File: src/rtl/i2c_apb_sched.sv
// i2c_apb_sched: arbitrates two requesters onto one APB-attached I2C core.
// Each granted transaction programs target address and data, starts the core,
// waits for its stop indication (bounded by TIMEOUT), then disables the core
// and reports completion, with err marking a timed-out transaction.
module i2c_apb_sched #(
  parameter int TIMEOUT = 1024,
  parameter int AW      = 8,
  parameter int DW      = 8
) (
  input  logic          pclk,
  input  logic          preset,
  input  logic [1:0]    req,
  input  logic [6:0]    slv_addr0,
  input  logic [6:0]    slv_addr1,
  input  logic [7:0]    wdata0,
  input  logic [7:0]    wdata1,
  output logic [1:0]    gnt,
  output logic [1:0]    done,
  output logic          err,
  output logic          busy,
  output logic          psel,
  output logic          penable,
  output logic          pwrite,
  output logic [AW-1:0] paddr,
  output logic [DW-1:0] pwdata,
  input  logic          pready,
  input  logic          stop
);

  // Counter holds 0..TIMEOUT-1 and stops there, so it never wraps.
  localparam int            CW       = (TIMEOUT > 1) ? $clog2(TIMEOUT) : 1;
  localparam logic [CW-1:0] CNT_LAST = CW'(TIMEOUT - 1);

  typedef enum logic [2:0] {IDLE, SETUP, ACCESS, WAIT_STOP, DONE} state_t;

  state_t        state;
  logic [1:0]    step;
  logic [CW-1:0] cnt;
  logic          err_r;
  logic          last_gnt;
  logic          cur_id;
  logic [6:0]    cur_addr;
  logic [7:0]    cur_data;

  logic          win;
  logic [6:0]    win_addr;
  logic [7:0]    win_data;

  // Register map address for each step of the write sequence.
  function automatic logic [AW-1:0] step_addr(input logic [1:0] s);
    case (s)
      2'd0:    step_addr = AW'(1);
      2'd1:    step_addr = AW'(2);
      default: step_addr = AW'(4);
    endcase
  endfunction

  // Write data for each step: address byte (write direction), data, start, stop.
  function automatic logic [DW-1:0] step_data(input logic [1:0] s,
                                              input logic [6:0] a,
                                              input logic [7:0] d);
    case (s)
      2'd0:    step_data = DW'({a, 1'b0});
      2'd1:    step_data = DW'(d);
      2'd2:    step_data = DW'(8'h80);
      default: step_data = '0;
    endcase
  endfunction

  // Round-robin pick: on contention the requester not served last wins.
  always_comb begin
    win = 1'b0;
    if (req == 2'b11) begin
      win = ~last_gnt;
    end else begin
      win = req[1];
    end
    win_addr = win ? slv_addr1 : slv_addr0;
    win_data = win ? wdata1    : wdata0;
  end

  // Scheduler FSM; every output is registered alongside the state.
  always_ff @(posedge pclk) begin
    if (preset) begin
      state    <= IDLE;
      step     <= 2'd0;
      cnt      <= '0;
      err_r    <= 1'b0;
      last_gnt <= 1'b1;
      cur_id   <= 1'b0;
      gnt      <= 2'b00;
      done     <= 2'b00;
      err      <= 1'b0;
      busy     <= 1'b0;
      psel     <= 1'b0;
      penable  <= 1'b0;
      pwrite   <= 1'b0;
      paddr    <= '0;
      pwdata   <= '0;
    end else begin
      gnt  <= 2'b00;
      done <= 2'b00;
      err  <= 1'b0;
      case (state)
        IDLE: begin
          if (|req) begin
            cur_id   <= win;
            last_gnt <= win;
            cur_addr <= win_addr;
            cur_data <= win_data;
            step     <= 2'd0;
            gnt      <= win ? 2'b10 : 2'b01;
            busy     <= 1'b1;
            psel     <= 1'b1;
            penable  <= 1'b0;
            pwrite   <= 1'b1;
            paddr    <= step_addr(2'd0);
            pwdata   <= step_data(2'd0, win_addr, win_data);
            state    <= SETUP;
          end
        end
        SETUP: begin
          penable <= 1'b1;
          state   <= ACCESS;
        end
        ACCESS: begin
          if (pready) begin
            if (step[1]) begin
              psel    <= 1'b0;
              penable <= 1'b0;
              pwrite  <= 1'b0;
              paddr   <= '0;
              pwdata  <= '0;
              if (step == 2'd2) begin
                cnt   <= '0;
                state <= WAIT_STOP;
              end else begin
                done  <= cur_id ? 2'b10 : 2'b01;
                err   <= err_r;
                state <= DONE;
              end
            end else begin
              // Back-to-back write: psel stays high, penable drops for SETUP.
              step    <= step + 2'd1;
              penable <= 1'b0;
              paddr   <= step_addr(step + 2'd1);
              pwdata  <= step_data(step + 2'd1, cur_addr, cur_data);
              state   <= SETUP;
            end
          end
        end
        WAIT_STOP: begin
          // A stop seen on the final count still counts as success.
          if (stop || (cnt == CNT_LAST)) begin
            err_r   <= ~stop;
            step    <= 2'd3;
            psel    <= 1'b1;
            penable <= 1'b0;
            pwrite  <= 1'b1;
            paddr   <= step_addr(2'd3);
            pwdata  <= step_data(2'd3, cur_addr, cur_data);
            state   <= SETUP;
          end else begin
            cnt <= cnt + 1'b1;
          end
        end
        DONE: begin
          busy  <= 1'b0;
          state <= IDLE;
        end
        default: begin
          busy    <= 1'b0;
          psel    <= 1'b0;
          penable <= 1'b0;
          pwrite  <= 1'b0;
          paddr   <= '0;
          pwdata  <= '0;
          state   <= IDLE;
        end
      endcase
    end
  end

endmodule

File: config.mk
export PLATFORM = sky130hd
export DESIGN_NAME = i2c_apb_sched
export DESIGN_NICKNAME = d
export VERILOG_FILES = /design/src/rtl/i2c_apb_sched.sv
export SDC_FILE = /design/constraint.sdc
export NUM_CORES = 1
export LEC_CHECK = 0
export BUFFER_PORTS_ARGS = -buffer_cell sky130_fd_sc_hd__buf_2
export CORE_ASPECT_RATIO = 0.6
export CORE_MARGIN = 1
export CORE_UTILIZATION = 45
export CTS_CLUSTER_DIAMETER = 40
export DETAILED_ROUTE_END_ITERATION = 10
export HOLD_SLACK_MARGIN = 0.15
export PLACE_DENSITY = 0.7
export SYNTH_ARGS = -nofsm -noshare
export SYNTH_HDL_FRONTEND = slang
export SYNTH_SLANG_ARGS = --single-unit
File: constraint.sdc
create_clock -name pclk -period 2.2 [get_ports pclk]
set_clock_uncertainty 0.2 [all_clocks]
set_input_delay 0.11 -clock pclk [delete_from_list [all_inputs] [get_ports pclk]]
set_output_delay 0.11 -clock pclk [all_outputs]
set_load 0.01 [all_outputs]
# Word-level counts from Yosys, hierarchy flattened
# Index checks and enable logic that the tools add are counted.
# word_totals
output_inout_bits,25
ram_bits,0
elab_cells,110
n_memories,0
latch_bits,0
romBits,0
ff_bits,57
# op_classes
n_lt_le_gt_ge,0
shifts,0
add_sub_neg,2
muxes,43
bitwise_logic,11
div,0
reduce_logical,21
multipliers,0
n_eq_ne,16
# ops
cell,count
two-way mux 8 bit,8
one-hot mux 8 bit (4 select lines),2
two-way mux 10 bit,4
one-hot mux 8 bit (3 select lines),1
one-hot mux 10 bit (2 select lines),1
two-way mux 3 bit,6
AND reduction 5 bit,3
!= test 2 bit (second input constant),7
two-way mux 2 bit,6
one-hot mux 3 bit (4 select lines),1
AND reduction 4 bit,3
NOT 1 bit,11
adder 10 x 1 -> 10 bit (second input constant),1
== test 10 bit (second input constant),1
two-way mux 1 bit,8
two-way mux 7 bit,1
== test 2 bit (second input constant),3
== test 3 x 2 -> 1 bit (second input constant),2
one-hot mux 2 bit (3 select lines),1
one-hot mux 3 bit (2 select lines),1
AND reduction 2 bit,3
AND reduction 3 bit,2
OR reduction 3 bit,2
one-hot mux 1 bit (5 select lines),1
other kinds (13),14

# Logic depth before layout (Yosys ltp)
# depth
depth_word,6
ltp_mapped,7
depth_no_buf,5

# Least setup slack after synthesis
# Ideal clock, no wire load.
# synth_timing
kind,register to register
start,reg cnt[0]
end,reg pwdata[0]
t_arrival_ps,1666
path_buffers,1
stages_incl_launch_ff,7
setup_slack_ps,218
required_ps,1884
synth_period_minus_slack_ps,1982
setup_time_ps,116
cell_sequence,dfxtp_1 ha_1 nand3_4 o31a_1 buf_6 o311a_1 a41o_1
# synth_between
elab_chain_cells,4
# synth_lines
item,line,rtl
from (decl),38,logic [CW-1:0] cnt;
from (signal assigned),164,cnt <= cnt + 1'b1;
== test 10 bit,154,if (stop || (cnt == CNT_LAST)) begin
logical OR 1 bit,154,
!= test 2 bit (no source line),--,
AND reduction 4 bit (no source line),--,
to (signal assigned),118,"pwdata <= step_data(2'd0, win_addr, win_data);"
to (signal assigned),147,"pwdata <= step_data(step + 2'd1, cur_addr, cur_data);"
to (signal assigned),161,"pwdata <= step_data(2'd3, cur_addr, cur_data);"
to (decl),25,"output logic [DW-1:0] pwdata,"
# Every way passes these cells.
# A chain may end at the register's enable or synchronous reset.

# Final worst setup path
# layout_timing
start,reg last_gnt
end,"reg cur_data[3], data pin"
# layout_between
elab_chain_cells,3
# layout_lines
item,line,rtl
from (decl),40,logic last_gnt;
from (signal assigned),108,last_gnt <= win;
NOT 1 bit,74,win = ~last_gnt;
two-way mux 1 bit,73,if (req == 2'b11) begin
two-way mux 8 bit,79,win_data = win ? wdata1 : wdata0;
via win_data[3],47,logic [7:0] win_data;
to (signal assigned),110,cur_data <= win_data;
to (decl),43,logic [7:0] cur_data;
# The timed path passes the listed nets, and every way through them passes these cells.

==> metrics.yaml <==
logic_synthesis:
  syn_area_per_cell_sq_um: 9.866
  async_flop_share_pct: 0
  synth_edf_count: 8
  synth_common_cells: "dfxtp_1 (37), a21oi_1 (15), mux2_2 (15)"
  ys_ff_latch: 45
  synth-seq-area-share_pct: 43.80
  yosys.cell_types.count: 59
  yosysMostFrequentCell: "dfxtp_1"
  netlist.area_leader.share_pct: 33.07
  netlist_area_sq_um: 2240
  synth_largest_area_cell: "dfxtp_1"
  synth_ff_type: "dfxtp_1"
  syn_inst: 227
  yosys-top-cells-area: "dfxtp_1 (33%), edfxtp_1 (11%), mux2_2 (7.5%), a211oi_1 (3.4%), a21oi_1 (3.4%)"
  yosysWarnings: 0
sta:
  finalSetupViolations: 0
  drv_slew: 0
  setup_ws_ns: 0.01223
  tightest_slew_ns: 0.5234
  hold_viol_final: 0
  fin_crit_sh_pct: 99.44
  fmax_mhz: 457.1
  setup-tns-final_ns: 0
  relSlewSlack_pct: 65.11
  fin_crit_ns: 2.188
floorplan:
  ios: 61
  start_util_pct: 47.82
  rows: 19
  die_height_microns: 56.65
  die_w_microns: 93.08
  core_area_sq_um: 4683
  design.die.area_sq_um: 5272
grt:
  top_usage_layer: "met2"
  use_met3_pct: 7.453
  grt_use_met2_pct: 36.76
  track_usage_pct: 25.33
  grt_first_pass_wirelength_microns: 10270
  grt_start_max_net_pins: 27
  grt_pass1_vias: 2018
  antenna_found_initial: 0
  met1_usage_pct: 35.67
  overflow: 0
cells_and_area:
  post-route-util_pct: 67.65
  insertedDiodeCount: 0
  drive_above_1_share_pct: 37.84
  areaGrowthSynthToFinish_pct: 41.45
  final_nets: 369
  instances_no_fill: 396
  fill_cells: 365
pwr:
  p_leak_nw: 1.336
  power_mw: 2.174
  irDropWorstVdd_mv: 0.3742
  p_per_area_nw_per_um2: 686.2
clock_network:
  cts_root_buffer: "clkbuf_8"
  cts_made_buffers: 5
  tritoncts: "done"
  clk_pin_slew_ns: 0.09
  max-clock-path-buffers: 2
  htreeDepth: 2
  clock_latency_ns: 0.30
  clock_sinks: 45
place:
  place_inst: 345
  gp_congestion: 0.8820
  io_buffers: 55
  pre_cts_slack_ns: -0.01076
  dp_hpwl_microns: 3945
worst_setup_path:
  endpoint_kind: "register"
  cp_slowest_cell: "dlygate4sd3_1"
  cpPeakStageDelay_ns: 0.58
  critPathKind: "register to register"
  crit_path_start_kind: "register"
  arrival_ns: 2.03
  required_ns: 2.04
  path_cells: "a21boi_4 -> buf_6 -> buf_4 -> mux2_2 -> dlygate4sd3_1"
  reg2reg_depth: 5
  crit_fanout: 5
detailed_routing:
  ant_nets: 0
  wl_per_cell_microns: 17.21
  routed_via_density: 5.831
  drc: 0
  wl_microns: 6814
  via_count: 2309
  dr.first_iter.drc_count: 216
  dr.pass1.iters: 5
run_status:
  outcome: "completed"
min_path:
  hold_path.class: "input port to register"
  min_path_cells: 4
run:
  maxCapViolCount: 0
## flip-flops by register name, summed over array words and instances, names as in the netlist
| signal | cells |
|---|---|
| state | 3 |
| done | 2 |
| pwdata | 8 |
| last_gnt | 1 |
| pwrite | 1 |
| err | 1 |
| cur_id | 1 |
| paddr | 3 |
| cnt | 10 |
| step | 2 |
| penable | 1 |
| busy | 1 |
| cur_data | 8 |
| err_r | 1 |
| gnt | 2 |
## layout make-up
type	instances	area (sq um)	area share, %
Timing Repair Buffer	114	819.5	25.87
Tap cell	63	78.83	2.488
Clock inverter	1	7.507	0.2370
Inverter	2	7.507	0.2370
Sequential cell	45	982.2	31.00
Multi-Input combinational cell	164	1165	36.77
Clock buffer	7	107.6	3.397
## per-layer routing
| metal | wire (microns) | up-vias |
|---|---|---|
| met3 | 735 | 16 |
| met2 | 3018 | 156 |
| met1 | 2913 | 1068 |
| li1 | - | 1069 |
| met4 | 146 | 0 |
| met5 | 0 | - |
## metrics by stage
stage	area [sq um]	hold WS, ns
after floorplan	2255	0.008630
after global placement	2592	0.1415
after detailed placement	2592	0.1437
after CTS	3038	0.1509
after global routing	3168	0.1815
final	3168	0.1305
## what timing repair did
action | 4_1_cts | 5_1_grt
hold endpoints to repair | 34 | 0
hold buffers | 33 | 0
setup endpoints to repair | 0 | 15
setup buffers | 0 | 10
resized for setup | 0 | 11
## cell usage in the layout (no fill, tap or decap), types with 2 or more instances in the layout
cell type / netlist / routed
a21oi_2: 0 / 2
nor3_1: 4 / 4
o21a_1: 3 / 3
a31oi_1: 10 / 10
nor2b_1: 2 / 2
nor2_1: 13 / 13
and3_1: 4 / 4
or3_1: 3 / 3
inv_1: 2 / 2
buf_4: 7 / 22
buf_2: 4 / 56
buf_6: 2 / 3
o31a_2: 2 / 2
nor4_1: 2 / 2
a22oi_1: 6 / 5
edfxtp_1: 8 / 8
o211ai_1: 3 / 3
nand3_1: 10 / 10
nor4b_1: 2 / 2
conb_1: 1 / 5
dlygate4sd3_1: 0 / 32
a311oi_1: 3 / 3
a211oi_1: 10 / 10
nand4_1: 2 / 2
o21ai_0: 7 / 7
dfxtp_1: 37 / 36
a41oi_1: 2 / 2
clkbuf_8: 2 / 6
nand2_1: 10 / 10
a21oi_1: 15 / 13
and2_1: 2 / 2
mux2_2: 15 / 15
## worst max-delay path, delay by kind of cell, from the launching register on
family,cells,cell delay (ns)
flops,1,0.35
buf+inv,3,0.85
compound gates,1,0.20
mux,1,0.33
## power breakdown
part	internal, mW	total (mW)	switching [mW]
logic	0.288	0.589	0.301
registers	0.917	0.973	0.0553
clock network	0.324	0.612	0.289
## worst paths after layout
check / slack [ns] / endpoint / from
worst min-delay path: 0.13 / pwdata[7]$_SDFFE_PP0P_ / slv_addr0[6]
worst max-delay path: 0.01 / cur_data[3]$_DFFE_PP_ / last_gnt$_SDFFE_PP1P_
worst min register to register: 0.26 / paddr[0]$_SDFFE_PP0P_ / paddr[0]$_SDFFE_PP0P_
worst max register to register: 0.01 / cur_data[3]$_DFFE_PP_ / last_gnt$_SDFFE_PP1P_
## logic make-up after synthesis
kind of cell             synth area share [%]
other                                  0.1674
adder cells (fa/ha/maj)                0.5586
multiplexers                            7.989
AND/OR/NAND/NOR                         18.16
flip-flops                              43.80
buffers and inverters                   6.648
AO/OA/AOI/OAI                           22.68
(Power assumes the default switching activity.)
